## config.mk

```make
export PLATFORM = sky130hd
export DESIGN_NAME = rom_loader_flat
export DESIGN_NICKNAME = d
export VERILOG_FILES = /design/src/rtl/rom_loader_if.sv /design/src/rtl/rom_loader.sv /design/src/flat_wrapper.sv
export SDC_FILE = /design/constraint.sdc
export NUM_CORES = 1
export LEC_CHECK = 0
export CAP_MARGIN = 20
export CORE_UTILIZATION = 60
export CTS_CLUSTER_DIAMETER = 200
export DETAILED_ROUTE_END_ITERATION = 16
export PLACE_DENSITY = 0.84
export SYNTH_ARGS = -nofsm -noshare
export SYNTH_HDL_FRONTEND = slang
export SYNTH_SLANG_ARGS = --single-unit
```

## constraint.sdc

```tcl
create_clock -name clk -period 5.94 [get_ports clk]
set_input_delay 1.485 -clock clk [delete_from_list [all_inputs] [get_ports clk]]
set_output_delay 1.485 -clock clk [all_outputs]
set_load 0.03 [all_outputs]
```

## src/rtl/rom_loader_if.sv

```systemverilog
// Byte-stream input and ROM write bus between the boot source and rom_loader.
interface rom_loader_if #(
  parameter int ADDR_WIDTH = 12
);
  logic                  in_valid;
  logic [7:0]            in_data;
  logic                  in_ready;
  logic                  mem_we;
  logic [ADDR_WIDTH-1:0] mem_waddr;
  logic [31:0]           mem_wdata;
  logic                  core_hold;
  logic                  done;
  logic                  err;

  // Boot source side: drives the stream, observes ROM writes and status.
  modport master (
    output in_valid, in_data,
    input  in_ready, mem_we, mem_waddr, mem_wdata, core_hold, done, err
  );

  // Loader side.
  modport slave (
    input  in_valid, in_data,
    output in_ready, mem_we, mem_waddr, mem_wdata, core_hold, done, err
  );
endinterface

```

## src/rtl/rom_loader.sv

```systemverilog
// Boot-time ROM writer: framed byte stream (length, payload, checksum) in,
// little-endian 32-bit ROM writes out; holds the core in reset until the
// image is loaded and its XOR checksum matches.
//
// state  | meaning
// S_LEN  | collecting 4-byte little-endian word count N
// S_DATA | collecting payload, one ROM write per 4 bytes
// S_CSUM | waiting for the XOR checksum byte
// S_DONE | image verified, core released (terminal)
// S_ERR  | bad length or checksum, core held (terminal)
module rom_loader #(
  parameter int ADDR_WIDTH = 12,
  parameter int DEPTH      = 4096
) (
  input  logic         clk,
  input  logic         rst,
  rom_loader_if.slave  bus
);

  typedef enum logic [2:0] {
    S_LEN,
    S_DATA,
    S_CSUM,
    S_DONE,
    S_ERR
  } state_t;

  localparam logic [31:0] DEPTH_W = 32'(DEPTH);

  state_t                state_q, state_d;
  logic                  ready_q, ready_d;
  logic                  we_q, we_d;
  logic [ADDR_WIDTH-1:0] waddr_q, waddr_d;
  logic [31:0]           wdata_q, wdata_d;
  logic                  hold_q, hold_d;
  logic                  done_q, done_d;
  logic                  err_q, err_d;
  logic [31:0]           len_q, len_d;
  logic [31:0]           asm_q, asm_d;
  logic [1:0]            byte_idx_q, byte_idx_d;
  logic [ADDR_WIDTH-1:0] word_idx_q, word_idx_d;
  logic [7:0]            csum_q, csum_d;
  logic                  accept;

  // Next-state and next-output logic. Bytes shift in from the top so that
  // after four accepts the first byte sits in bits [7:0] (little-endian).
  always_comb begin
    state_d    = state_q;
    we_d       = 1'b0;
    waddr_d    = waddr_q;
    wdata_d    = wdata_q;
    hold_d     = hold_q;
    done_d     = done_q;
    err_d      = err_q;
    len_d      = len_q;
    asm_d      = asm_q;
    byte_idx_d = byte_idx_q;
    word_idx_d = word_idx_q;
    csum_d     = csum_q;
    accept     = bus.in_valid && ready_q;

    case (state_q)
      S_LEN: begin
        if (accept) begin
          len_d      = {bus.in_data, len_q[31:8]};
          byte_idx_d = byte_idx_q + 2'd1;
          if (byte_idx_q == 2'd3) begin
            // Full 32-bit compare so huge counts cannot alias into range.
            if (len_d == 32'd0 || len_d > DEPTH_W) begin
              state_d = S_ERR;
              err_d   = 1'b1;
            end else begin
              state_d    = S_DATA;
              word_idx_d = '0;
              csum_d     = 8'h00;
            end
          end
        end
      end
      S_DATA: begin
        if (accept) begin
          csum_d     = csum_q ^ bus.in_data;
          asm_d      = {bus.in_data, asm_q[31:8]};
          byte_idx_d = byte_idx_q + 2'd1;
          if (byte_idx_q == 2'd3) begin
            we_d    = 1'b1;
            waddr_d = word_idx_q;
            wdata_d = asm_d;
            if (32'(word_idx_q) == len_q - 32'd1) begin
              state_d = S_CSUM;
            end else begin
              word_idx_d = word_idx_q + 1'b1;
            end
          end
        end
      end
      S_CSUM: begin
        if (accept) begin
          if (bus.in_data == csum_q) begin
            state_d = S_DONE;
            done_d  = 1'b1;
            hold_d  = 1'b0;
          end else begin
            state_d = S_ERR;
            err_d   = 1'b1;
          end
        end
      end
      default: ;
    endcase

    ready_d = (state_d == S_LEN) || (state_d == S_DATA) || (state_d == S_CSUM);
  end

  // State and registered outputs; reset also cancels any pending write.
  always_ff @(posedge clk) begin
    if (rst) begin
      state_q    <= S_LEN;
      ready_q    <= 1'b0;
      we_q       <= 1'b0;
      waddr_q    <= '0;
      wdata_q    <= 32'h0;
      hold_q     <= 1'b1;
      done_q     <= 1'b0;
      err_q      <= 1'b0;
      len_q      <= 32'h0;
      asm_q      <= 32'h0;
      byte_idx_q <= 2'd0;
      word_idx_q <= '0;
      csum_q     <= 8'h00;
    end else begin
      state_q    <= state_d;
      ready_q    <= ready_d;
      we_q       <= we_d;
      waddr_q    <= waddr_d;
      wdata_q    <= wdata_d;
      hold_q     <= hold_d;
      done_q     <= done_d;
      err_q      <= err_d;
      len_q      <= len_d;
      asm_q      <= asm_d;
      byte_idx_q <= byte_idx_d;
      word_idx_q <= word_idx_d;
      csum_q     <= csum_d;
    end
  end

  assign bus.in_ready  = ready_q;
  assign bus.mem_we    = we_q;
  assign bus.mem_waddr = waddr_q;
  assign bus.mem_wdata = wdata_q;
  assign bus.core_hold = hold_q;
  assign bus.done      = done_q;
  assign bus.err       = err_q;

endmodule
```

## src/flat_wrapper.sv

```systemverilog
// flat-port wrapper written by rule: the top's interface ports become plain ports
module rom_loader_flat 
#(
  parameter int ADDR_WIDTH = 12,
  parameter int DEPTH      = 4096
)
  (clk, rst, bus_in_valid, bus_in_data, bus_in_ready, bus_mem_we, bus_mem_waddr, bus_mem_wdata, bus_core_hold, bus_done, bus_err);
  rom_loader_if #(.ADDR_WIDTH(ADDR_WIDTH)) bus_i ();
  input  logic clk;
  input  logic rst;
  input wire logic [$bits(bus_i.in_valid)-1:0] bus_in_valid;
  input wire logic [$bits(bus_i.in_data)-1:0] bus_in_data;
  output wire logic [$bits(bus_i.in_ready)-1:0] bus_in_ready;
  output wire logic [$bits(bus_i.mem_we)-1:0] bus_mem_we;
  output wire logic [$bits(bus_i.mem_waddr)-1:0] bus_mem_waddr;
  output wire logic [$bits(bus_i.mem_wdata)-1:0] bus_mem_wdata;
  output wire logic [$bits(bus_i.core_hold)-1:0] bus_core_hold;
  output wire logic [$bits(bus_i.done)-1:0] bus_done;
  output wire logic [$bits(bus_i.err)-1:0] bus_err;
  assign bus_i.in_valid = bus_in_valid;
  assign bus_i.in_data = bus_in_data;
  assign bus_in_ready = bus_i.in_ready;
  assign bus_mem_we = bus_i.mem_we;
  assign bus_mem_waddr = bus_i.mem_waddr;
  assign bus_mem_wdata = bus_i.mem_wdata;
  assign bus_core_hold = bus_i.core_hold;
  assign bus_done = bus_i.done;
  assign bus_err = bus_i.err;
  rom_loader #(.ADDR_WIDTH(ADDR_WIDTH), .DEPTH(DEPTH)) u_core (.clk(clk), .rst(rst), .bus(bus_i));
endmodule
```

**Yosys cells after proc, flatten, opt, wreduce, memory -nomap -nowiden**

Cells that the tools add are included.

- Flip-flop bits (word level): 138
- Output and inout bits: 49
- Bits of input ports: 11
- Logic and storage cells: 83

- Order comparisons: 1
- Reduce and logical (&&, ||, !) cells: 19
- Bitwise operators: 3
- Mux-type cells: 28
- $add $sub $neg: 3
- Equal/unequal tests: 16

Operator list:

| operator | number |
|---|---|
| two-way mux 12 bit | 6 |
| == test 12 x 32 -> 1 bit | 1 |
| greater-than comparator 32 x 13 -> 1 bit, second input constant | 1 |
| zero test 32 bit | 1 |
| two-way mux 8 bit | 4 |
| subtractor 32 x 1 -> 32 bit, second input constant | 1 |
| two-way mux 3 bit | 8 |
| case mux 12 bit (2 select lines) | 1 |
| case mux 8 bit (2 select lines) | 1 |
| adder 12 x 1 -> 12 bit, second input constant | 1 |
| inequality test 2 x 1 -> 1 bit, second input constant | 6 |
| case mux 3 bit (3 select lines) | 1 |
| == test 8 bit | 1 |
| bitwise XOR 8 bit | 1 |
| AND reduction 7 bit | 1 |
| == test 3 x 1 -> 1 bit, second input constant | 2 |
| == test 3 x 2 -> 1 bit, second input constant | 2 |
| zero test 3 bit | 2 |
| two-way mux 1 bit | 6 |
| inequality test 2 bit, second input constant | 3 |
| AND reduction 2 bit | 3 |
| AND reduction 3 bit | 2 |
| AND reduction 6 bit | 1 |
| AND reduction 5 bit | 1 |
| other kinds (9) | 13 |

**Logic depth before layout (Yosys ltp)**

Gate-level depths: netlist of run 1.

- Depth after elaboration: 9
- Gate-level depth with buffers: 12

**Worst setup path before layout of run 1**

OpenSTA, ideal clock, no wires.

- Path type: input -> register
- Start: in bus_in_data[2]
- End: reg u_core.word_idx_q[11]
- Path buffers: 1
- Setup time: 70 ps
- Slack: 2309 ps
- Arrival: 3561 ps
- Stages on the path: 9
- Cells stage by stage: or4b_2 > nor3_1 > and4_1 > nand4_1 > nand2_1 > clkbuf_1 > nand4_1 > or3_1 > a21oi_1

- Longest elaborated chain between the ends: 4
- Elaborated cells on any way between the ends: 5

Ends and longest elaborated chain:

| element | line | text |
|---|---|---|
| start: declaration | flat_wrapper.sv:12 | `input wire logic [$bits(bus_i.in_data)-1:0] bus_in_data;` |
| greater-than comparator 32 x 13 -> 1 bit / zero test 32 bit (equally long branches) | rom_loader.sv:69 | `if (len_d == 32'd0 \|\| len_d > DEPTH_W) begin` |
| logical OR 1 bit * | rom_loader.sv:69 |  |
| inequality test 2 bit (no source line) * | -- |  |
| AND reduction 7 bit (no source line) * | -- |  |
| end signal: assignment | rom_loader.sv:143 | `word_idx_q <= word_idx_d;` |
| end: declaration | rom_loader.sv:41 | `logic [ADDR_WIDTH-1:0] word_idx_q, word_idx_d;` |

Mark *: on every way between the ends. The rest lies on a longest branch, timed or not.
A chain may end at the register's enable or synchronous reset.

**Final worst setup path of run 1**

- Start: in bus_in_data[2]
- End: reg u_core.word_idx_q[0]

Same word-level chain as after synthesis.

==> metrics, run 1 <==
WHS Endpoint=u_core.bus.mem_wdata[1]$_SDFFE_PP0P_; Post-CTS Hold Buffers=0; Hold Violations, Final=0; post-synthesis xor/xnor area fraction=0.0362; H-tree depth=4; CP max FO=12; Die Footprint=10,100 um^2; critical path arrival=4.58 ns; syn avg cell area=7.66 um^2; pin count of the biggest net entering global routing=72; Peak VDD IR=0.241 mV; worst clock skew=0.00833 ns; slowest stage cell, crit path=or4b_2; WHS=0.453 ns; WL final=15,600 um; Seq/Total Area, Yosys=0.448; clk buf depth=2; WHS Path Cells=2; Comb power frac=0.039; Vias/cell=6.10; area grow syn2layout=21.3%; Synth Area in Compound Gates=0.169; initial antenna violation count=0; GRT overflow=0; Post-synth top flop=dfxtp_1; static leakage power=between 2 and 2.5 nW; status=completed; final antenna diode count=0; DR iter-0 viols=roughly 440; PostCTS Resize Cnt=0; vias in the first global route=5,241; Pint=between 1.5 and 2 mW; fraction of registers with async set/reset=0; slowest stage delay, CP=0.70 ns; worst path cell trace=clkdlybuf4s50_1 > or4b_2 > nor3_1 > and4_1 > nand4_1 > nand2_1 > nand2_1 > or4_1 > a21oi_2; multiplexer area fraction after synthesis=0.00517; min-delay worst type=reg -> reg; via count=around 5,700; Seq cells post-synth=130; largest family of logic cells by synthesized area=simple AND/OR/NAND/NOR gates; Initial Util=0.625; Worst-Margin Slew=1.08 ns; simple-gate share of the synthesized area=0.294; IO Count=60; FP Rows=35; DRC=0; wire per inst=around 17 um; PwrDens=291 nW/um^2; switching pwr=approximately 480 uW; Startpoint Class=input pin; Setup Viol. Count Final=0; worst r2r src=u_core.len_q[0]$_SDFFE_PP0P_; Placed Cells=904; CTS sink count=130; mapped cell area=about 5800 um^2; Synth Area in Adders=0.00647; Initial DRT Pass Iterations=6; Tmin final=4.13 ns; HP Start=u_core.bus.mem_wdata[1]$_SDFFE_PP0P_; Global Route Usage Sum=0.320; share of cells above drive strength 1=0.0743; reg-to-reg endpoint=u_core.word_idx_q[0]$_SDFFE_PP0P_; YS warnings=0; Final Max Slew Viols=0; Post-Syn Nets=772; number of synthesized flops with an enable pin=0; reg2reg setup slack=2.32 ns; Final GP Congestion=0.874; fin crit share=0.695; worst skew pair latency=0.52 ns; first-pass GRT wire length=25,500 um; r2r worst-path depth=10; unrepaired setup endpoints after global routing=no; CTS Buf Count=17; slew margin rel.=0.271; number of fillers in the final layout=658; Required @ worst endpoint=6.39 ns; Post-DP HPWL=9830 um; clock power share=0.530; share of power burned in registers=0.431; unique cell type count in the Yosys netlist=55; fmax=242 MHz; Reg clk slew, reported paths=0.06 ns; CORE AREA=9280 um^2; Switching Share=0.234; Die Span Y=100 um; Die W=100 um; CTS tree=yes; Layout Cells excl Fill=937; Mapped Cells=~760; number of buffers added on ports=59; CTS root buf=clkbuf_8; final setup TNS=0 ns; max_cap viols=0; Post-DRT Antenna Nets=0; setup bufs post-CTS=0; most used cell, CP=nand2_1; nets=approximately 800; Setup CP Type=in -> reg; Worst setup EP type=flop
## power by group through the flow
stage | Clock (mW) | Sequential [mW] | Combinational, mW
finish | 1.08 | 0.883 | 0.0801
global placement | 0 | 0.902 | 0.0738
global route | 1.13 | 0.883 | 0.0866
detailed placement | 0 | 0.902 | 0.0758
CTS | 1.09 | 0.883 | 0.0777
floorplan | 0 | 0.901 | 0.0513
## critical path, delay by kind of cell
kind / cells / cell delay, ns
and+or+nand+nor: 7 / 2.42
buffers and inverters: 1 / 0.54
AOI/OAI and AO/OA: 1 / 0.13
## flip-flops by register name, indices dropped and copies added, names as in the netlist, 2 cells and up
register / count
u_core.asm_q: 24
u_core.csum_q: 8
u_core.word_idx_q: 12
u_core.state_q: 3
u_core.len_q: 32
u_core.bus.mem_waddr: 12
u_core.bus.mem_wdata: 32
u_core.byte_idx_q: 2
## through the flow
stage	power, mW	cell area (um^2)	util	setup slack (ns)
2_1_floorplan	0.952	5800	-	2.31
3_3_place_gp	0.976	6410	0.691	1.48
3_5_place_dp	0.978	6410	0.691	1.39
4_1_cts	2.05	7030	0.757	1.90
5_1_grt	2.10	7040	0.758	1.74
6_report	2.05	7040	0.758	1.81
## kinds of logic after synthesis
kind of cell             count (synthesis)
AND/OR/NAND/NOR                        370
AO/OA/AOI/OAI                          171
flip-flops                             130
buffers and inverters                   57
XOR/XNOR                                24
multiplexers                             3
adder cells (fa/ha/maj)                  3
## per-layer routing
metal	vias to the layer above	share of wire	GRT usage
met2	304	0.48	0.521
met5	-	0	0
met3	53	0.083	0.0780
li1	2691	-	-
met1	2665	0.41	0.409
met4	0	0.026	0.125
## layout by cell type, fill, tap and decap left out, types with 7 or more instances in the layout
master,Yosys,layout
nand2_1,226,226
dfxtp_1,130,130
nand4_1,12,12
o21ai_0,12,12
inv_1,7,7
xnor2_1,11,11
clkdlybuf4s50_1,0,58
buf_4,0,9
nand3_1,9,9
or3_1,10,10
nor3_1,15,15
or4_1,12,12
nor2_1,38,38
clkbuf_16,0,16
a21oi_1,119,119
xor2_1,13,13
o31ai_1,9,9
nor4_1,14,12
## cell usage after synthesis (3+ instances only)
cell type  instances  area, um^2
buf_1              4        15.0
nand4b_1           3        26.3
a211oi_1           3        22.5
a31oi_1            3        18.8
buf_6              3        33.8
nor4_1            14        87.6
o21ai_0           12        60.1
clkbuf_1          43         161
or2_2              3        18.8
nand3_1            9        45.0
mux2i_1            3        30.0
o211ai_1           5        37.5
nor2_1            38         143
nand3b_1           3        22.5
nand4_1           12        75.1
or4_4              3        33.8
and3_1             3        18.8
o31ai_1            9        67.6
xnor2_1           11        96.3
inv_1              7        26.3
xor2_1            13         114
nand2_1          226         848
or3_1             10        62.6
nor3_1            15        75.1
or4_1             12        90.1
dfxtp_1          130        2600
nor2b_1            3        18.8
a21oi_1          119         596
ha_1               3        37.5
nand2b_1           4        25.0
## cell type report
class	count	area [um^2]	area share
inverter	7	26.3	0.00373
clock inverter	14	189	0.0268
timing repair buffer	68	653	0.0928
clock buffer	18	428	0.0608
tap	129	161	0.0229
multi-input combinational	571	2980	0.423
sequential	130	2600	0.370
## worst max path at each step
| stage | end | slack (ns) | depth (start not counted) | start |
|---|---|---|---|---|
| 6_report | u_core.word_idx_q[0]$_SDFFE_PP0P_ | 1.81 | 9 | bus_in_data[2] |
| 5_1_grt | u_core.word_idx_q[0]$_SDFFE_PP0P_ | 1.74 | 9 | bus_in_data[2] |
| 4_1_cts | u_core.word_idx_q[0]$_SDFFE_PP0P_ | 1.90 | 9 | bus_in_data[2] |
| 3_5_place_dp | u_core.word_idx_q[0]$_SDFFE_PP0P_ | 1.39 | 9 | bus_in_data[2] |
| 3_3_place_gp | u_core.word_idx_q[0]$_SDFFE_PP0P_ | 1.48 | 9 | bus_in_data[2] |
| 2_1_floorplan | u_core.word_idx_q[11]$_SDFFE_PP0P_ | 2.31 | 9 | bus_in_data[2] |
No activity file was read; power rests on OpenSTA's default activity.
==> run 2: changes to the inputs <==
- CORE_UTILIZATION: 60 -> 57
- PLACE_DENSITY: 0.84 -> 0.8
- clock period: 5.94 -> 4 ns (I/O delays scaled with it)
==> run 2 against run 1 <==
- hold slack got worse by 0.0024 ns
- register-to-register slack worse by 1.9 ns
- utilization is 3.5 points lower
- clock-buffer cell count stayed put
- critical path depth rose by 1
- sequential cell count unchanged
- setup slack lost 1.4 ns
- non-clock buffer count increased by 10
- via count decreased by 1.3%
- combinational power increased by 50%
- first-iteration DRC count rose by 0.90%
- final area rose by 0.85%
- critical path type is now reg -> reg
- largest cell class unchanged
==> metrics, run 2 (same netlist as run 1, synthesis figures left out) <==
final setup TNS=0 ns (unchanged); fin worst setup slack=0.459 ns (-1.35 ns); share of power burned in registers=0.438 (+0.007); Die Span Y=103 um (+2.5%); HP Start=u_core.bus.mem_waddr[2]$_SDFFE_PP0P_; Setup CP Type=reg -> reg; Comb power frac=0.040 (about the same); r2r worst-path depth=10 (unchanged); min-delay worst type=reg -> reg; critical path arrival=3.94 ns (-0.64 ns); Placed Cells=919 (+1.7%); Die W=103 um (+2.5%); GRT overflow=0 (unchanged); number of fillers in the final layout=783 (+19%); H-tree depth=4 (unchanged); clock power share=0.522 (-0.008); Pint=2.31 mW (+47%); vias in the first global route=4,999 (-4.6%); Post-CTS Hold Buffers=0 (unchanged); Reg clk slew, reported paths=0.06 ns (about the same); share of cells above drive strength 1=0.0844 (+0.0101); Switching Share=0.230 (-0.00488); reg2reg setup slack=0.46 ns (-1.86 ns); setup bufs post-CTS=0 (unchanged); unrepaired setup endpoints after global routing=no; commonest non-fill, non-tap cell in the layout=nand2_1; DRC=0 (unchanged); Peak VDD IR=0.331 mV (+37%); Hold Violations, Final=0 (unchanged); max_cap viols=0 (unchanged); fin crit share=0.885; worst clock skew=0.00779 ns (-0.000542 ns); nets=819 (+1.2%); Post-DRT Antenna Nets=0 (unchanged); Layout Cells excl Fill=951 (+1.5%); final antenna diode count=0 (unchanged); most frequent cells in the layout=nand2_1, dfxtp_1, a21oi_1, clkdlybuf4s50_1, nor2_1; DR iter-0 viols=446 (+0.90%); CTS tree=yes; fmax=282 MHz; wire per inst=15.8 um (-4.9%); met2 Use GR=0.495 (-0.0262); switching pwr=687 uW (+43%); Required @ worst endpoint=4.40 ns (-1.99 ns); WHS Path Cells=2 (unchanged); met1 usage=0.379 (-0.0294); status=completed; CTS root buf=clkbuf_8; Worst setup EP type=flop; first-pass GRT wire length=24,100 um (-5.5%); Initial DRT Pass Iterations=6 (unchanged); GRT Max-Usage Layer=met2; PostCTS Resize Cnt=0 (unchanged); FP Rows=36 (+2.9%); reg-to-reg endpoint=u_core.word_idx_q[5]$_SDFFE_PP0P_; Initial Util=0.591 (-0.0341); PwrDens=422 nW/um^2 (+45%); Final GP Congestion=0.903 (+3.2%); via count=5,641 (-1.3%); Worst-Margin Slew=0.946 ns (-0.138 ns); initial antenna violation count=0 (unchanged); clk buf depth=2 (unchanged); met3 usage=0.0658 (-0.0122); IO Count=60 (unchanged); CORE AREA=9820 um^2 (+5.8%); CTS sink count=130 (unchanged); WHS Endpoint=u_core.bus.mem_waddr[2]$_SDFFE_PP0P_; number of buffers added on ports=59 (unchanged); setup slack at placement=0.237 ns (-1.16 ns); pin count of the biggest net entering global routing=64 (-11%); Post-DP HPWL=10,100 um (+2.6%); Die Footprint=10,600 um^2 (+5.2%); WL final=15,000 um (-3.5%); CTS Buf Count=17 (unchanged); Setup Viol. Count Final=0 (unchanged); Final Max Slew Viols=0 (unchanged); worst path cell trace=inv_1 > ha_1 > or3b_2 > or4_4 > nor4_2 > a211oi_1 > or4b_4 > nor3_4 > nor4_1 > mux2i_1; Global Route Usage Sum=0.297 (-0.0227); CP bufs+invs=1 (unchanged); slowest stage cell, crit path=or4b_4; slew margin rel.=0.364 (+0.0924); Tmin final=about 3.5 ns; crit-path leading delay family=simple AND/OR/NAND/NOR gates; worst skew pair latency=0.53 ns (about the same); Startpoint Class=flop; Vias/cell=5.93 (-2.7%); area grow syn2layout=22.3%; CP max FO=19 (+7); worst r2r src=u_core.len_q[0]$_SDFFE_PP0P_; static leakage power=2.48 nW (+1.9%); slowest stage delay, CP=0.54 ns (-0.16 ns); WHS=0.450 ns (-0.00237 ns)
-- run 2: layer usage --
| layer | wire length [um] | part of all wire |
|---|---|---|
| met5 | 0 | 0 |
| met1 | 6290 | 0.42 |
| met3 | 1190 | 0.079 |
| met4 | 231 | 0.015 |
| met2 | 7350 | 0.49 |
-- run 2: how the worst max path moves through the flow --
stage	startpoint	to	slack, ns	depth (start not counted)
final	u_core.len_q[0]$_SDFFE_PP0P_	u_core.word_idx_q[5]$_SDFFE_PP0P_	0.46	10
after global routing	u_core.len_q[0]$_SDFFE_PP0P_	u_core.word_idx_q[5]$_SDFFE_PP0P_	0.25	10
after CTS	u_core.len_q[0]$_SDFFE_PP0P_	u_core.word_idx_q[5]$_SDFFE_PP0P_	0.46	10
after detailed placement	bus_in_data[2]	u_core.word_idx_q[3]$_SDFFE_PP0P_	0.24	9
after global placement	bus_in_data[2]	u_core.word_idx_q[0]$_SDFFE_PP0P_	0.39	9
after floorplan	u_core.len_q[0]$_SDFFE_PP0P_	u_core.word_idx_q[0]$_SDFFE_PP0P_	0.83	12
-- run 2: worst min-delay path, delay by kind of cell, from the launching register on --
family / cells / cell delay (ns)
compound gates: 1 / 0.05
flops: 1 / 0.30
simple gates: 1 / 0.05
-- run 2: metrics by stage --
stage	cell area (um^2)	util	total power, mW
after global routing	7100	0.723	3.07
after global placement	6500	0.662	1.45
after detailed placement	6500	0.662	1.46
after CTS	7100	0.723	3.00
final	7100	0.723	2.99
after floorplan	5800	-	1.41
-- run 2: final cells by class --
class | instances | area, um^2 | share of cell area
sequential | 130 | 2600 | 0.367
clock buffer | 18 | 418 | 0.0589
tap | 133 | 166 | 0.0234
clock inverter | 14 | 176 | 0.0249
inverter | 7 | 26.3 | 0.00370
timing repair buffer | 78 | 731 | 0.103
multi-input combinational | 571 | 2980 | 0.419
-- run 2: power by group through the flow --
stage	registers (mW)	logic (mW)	clock network [mW]
floorplan	1.34	0.0763	0
global placement	1.34	0.114	0
detailed placement	1.34	0.117	0
CTS	1.31	0.119	1.57
global route	1.31	0.131	1.63
finish	1.31	0.120	1.56
==> run 3: changes to the inputs <==
- REMOVE_ABC_BUFFERS: unset -> 1
==> run 3 against run 2 <==
- final area decreased by 0.26%
- hold slack improved by 0.0022 ns
- critical path depth unchanged
- first-iteration DRC count decreased by 24%
- register-to-register slack got worse by 0.05 ns
- clock-buffer cell count increased by 6
- global-route usage decreased by 0.34 points
- non-clock buffer count decreased by 2
- die area unchanged
- final cell count decreased by 0.21%
- total power decreased by 0.99%
- critical endpoint unchanged
==> metrics, run 3 (same netlist as run 1, synthesis figures left out) <==
DR iter-0 viols=337 (-24%); share of cells above drive strength 1=0.0809 (-0.00347); FP Rows=36 (unchanged); Worst-Margin Slew=0.800 ns (-0.146 ns); Initial DRT Pass Iterations=4 (-2); static leakage power=2.47 nW (-0.50%); reg2reg setup slack=0.40 ns (-0.05 ns); min-delay worst type=reg -> reg; Setup CP Type=reg -> reg; commonest non-fill, non-tap cell in the layout=nand2_1; r2r worst-path depth=10 (unchanged); worst skew pair latency=0.53 ns (about the same); CORE AREA=9820 um^2 (unchanged); Die Span Y=103 um (unchanged); DRC=0 (unchanged); Required @ worst endpoint=4.40 ns (about the same); max_cap viols=0 (unchanged); WHS Endpoint=u_core.bus.mem_waddr[1]$_SDFFE_PP0P_; clk buf depth=2 (unchanged); slowest stage delay, CP=0.55 ns (about the same); slowest stage cell, crit path=or4b_4; wire per inst=15.7 um (-0.56%); Post-DRT Antenna Nets=0 (unchanged); Post-DP HPWL=9790 um (-2.9%); Setup Viol. Count Final=0 (unchanged); fin crit share=0.899 (+0.0136); HP Start=u_core.bus.mem_waddr[1]$_SDFFE_PP0P_; WHS Path Cells=2 (unchanged); crit-path leading delay family=simple AND/OR/NAND/NOR gates; Reg clk slew, reported paths=0.06 ns (about the same); WHS=0.452 ns (+0.00216 ns); unrepaired setup endpoints after global routing=no; setup bufs post-CTS=0 (unchanged); CTS Buf Count=17 (unchanged); H-tree depth=4 (unchanged); CTS sink count=130 (unchanged); status=completed; via count=5,535 (-1.9%); CTS root buf=clkbuf_8; Die Footprint=10,600 um^2 (unchanged); IO Count=60 (unchanged); most frequent cells in the layout=nand2_1, dfxtp_1, a21oi_1, clkdlybuf4s50_1, nor2_1; worst clock skew=0.00948 ns (+0.00169 ns); Post-CTS Hold Buffers=0 (unchanged); Final GP Congestion=0.900 (-0.35%); worst path cell trace=inv_1 > ha_1 > or3b_2 > or4_4 > nor4_2 > a211oi_1 > or4b_4 > nor3_4 > nor4_1 > mux2i_1; area grow syn2layout=22.0%; initial antenna violation count=0 (unchanged); vias in the first global route=4,976 (-0.46%); Worst setup EP type=flop; CP bufs+invs=1 (unchanged); Die W=103 um (unchanged); critical path arrival=4.00 ns (+0.06 ns); final antenna diode count=0 (unchanged); Vias/cell=5.83 (-1.7%); Final Core Density=0.721 (-0.00191); Peak VDD IR=0.366 mV (+11%); Tmin final=3.60 ns (+0.0546 ns); Startpoint Class=flop; fmax=278 MHz (-1.5%); PostCTS Resize Cnt=0 (unchanged); number of buffers added on ports=59 (unchanged); slew margin rel.=0.461 (+0.0980); Final Max Slew Viols=0 (unchanged); worst r2r src=u_core.len_q[0]$_SDFFE_PP0P_; reg-to-reg endpoint=u_core.word_idx_q[5]$_SDFFE_PP0P_; Global Route Usage Sum=0.294 (-0.00338); PwrDens=419 nW/um^2 (-0.72%); nets=817 (-0.24%); Initial Util=0.591 (unchanged); Hold Violations, Final=0 (unchanged); pin count of the biggest net entering global routing=69 (+7.8%); WL final=14,900 um (-0.76%); CTS tree=yes; first-pass GRT wire length=23,800 um (-1.1%); GRT overflow=0 (unchanged); CP max FO=19 (unchanged)
[run 3: worst max-delay path by stage]
| stage | start | cells past startpoint | end |
|---|---|---|---|
| detailed placement | bus_in_data[2] | 9 | u_core.word_idx_q[0]$_SDFFE_PP0P_ |
| floorplan | bus_in_valid | 7 | u_core.word_idx_q[0]$_SDFFE_PP0P_ |
| CTS | u_core.len_q[0]$_SDFFE_PP0P_ | 10 | u_core.word_idx_q[5]$_SDFFE_PP0P_ |
| global route | u_core.len_q[0]$_SDFFE_PP0P_ | 10 | u_core.word_idx_q[1]$_SDFFE_PP0P_ |
| finish | u_core.len_q[0]$_SDFFE_PP0P_ | 10 | u_core.word_idx_q[5]$_SDFFE_PP0P_ |
| global placement | bus_in_data[2] | 9 | u_core.word_idx_q[0]$_SDFFE_PP0P_ |
[run 3: worst register-to-register path: stages (launching register included)]
cell	delay, ns
dfxtp_1	0.38
inv_1	0.09
ha_1	0.21
or3b_2	0.53
or4_4	0.54
nor4_2	0.23
a211oi_1	0.11
or4b_4	0.55
nor3_4	0.54
nor4_1	0.15
mux2i_1	0.15
[run 3: power by group]
part | switching, mW | internal, mW
Clock | 0.562 | 0.969
Combinational | 0.0766 | 0.0439
Sequential | 0.00936 | 1.30
Total | 0.648 | 2.32
[run 3: layout make-up]
type | instances | area [um^2]
clock buffer | 24 | 490
clock inverter | 8 | 100
fill | 777 | 2740
inverter | 7 | 26.3
multi-input combinational | 571 | 2980
sequential | 130 | 2600
tap | 133 | 166
timing repair buffer | 76 | 716
[run 3: stage by stage]
step / power (mW) / TNS, ns / setup slack (ns) / instance area (um^2) / std cells
2_1_floorplan: 1.40 / -45.40 / -1.18 / 5590 / 708
3_3_place_gp: 1.45 / 0 / 0.311 / 6490 / 917
3_5_place_dp: 1.46 / 0 / 0.207 / 6490 / 917
4_1_cts: 2.97 / 0 / 0.416 / 7080 / 949
5_1_grt: 3.04 / 0 / 0.213 / 7080 / 949
6_report: 2.96 / 0 / 0.405 / 7080 / 949
[run 3: per-layer routing]
layer  global-route usage  wire length (um)
met1                0.370              6620
met2                0.482              7260
met3               0.0739               753
met4                0.118               298
met5                    0                 0
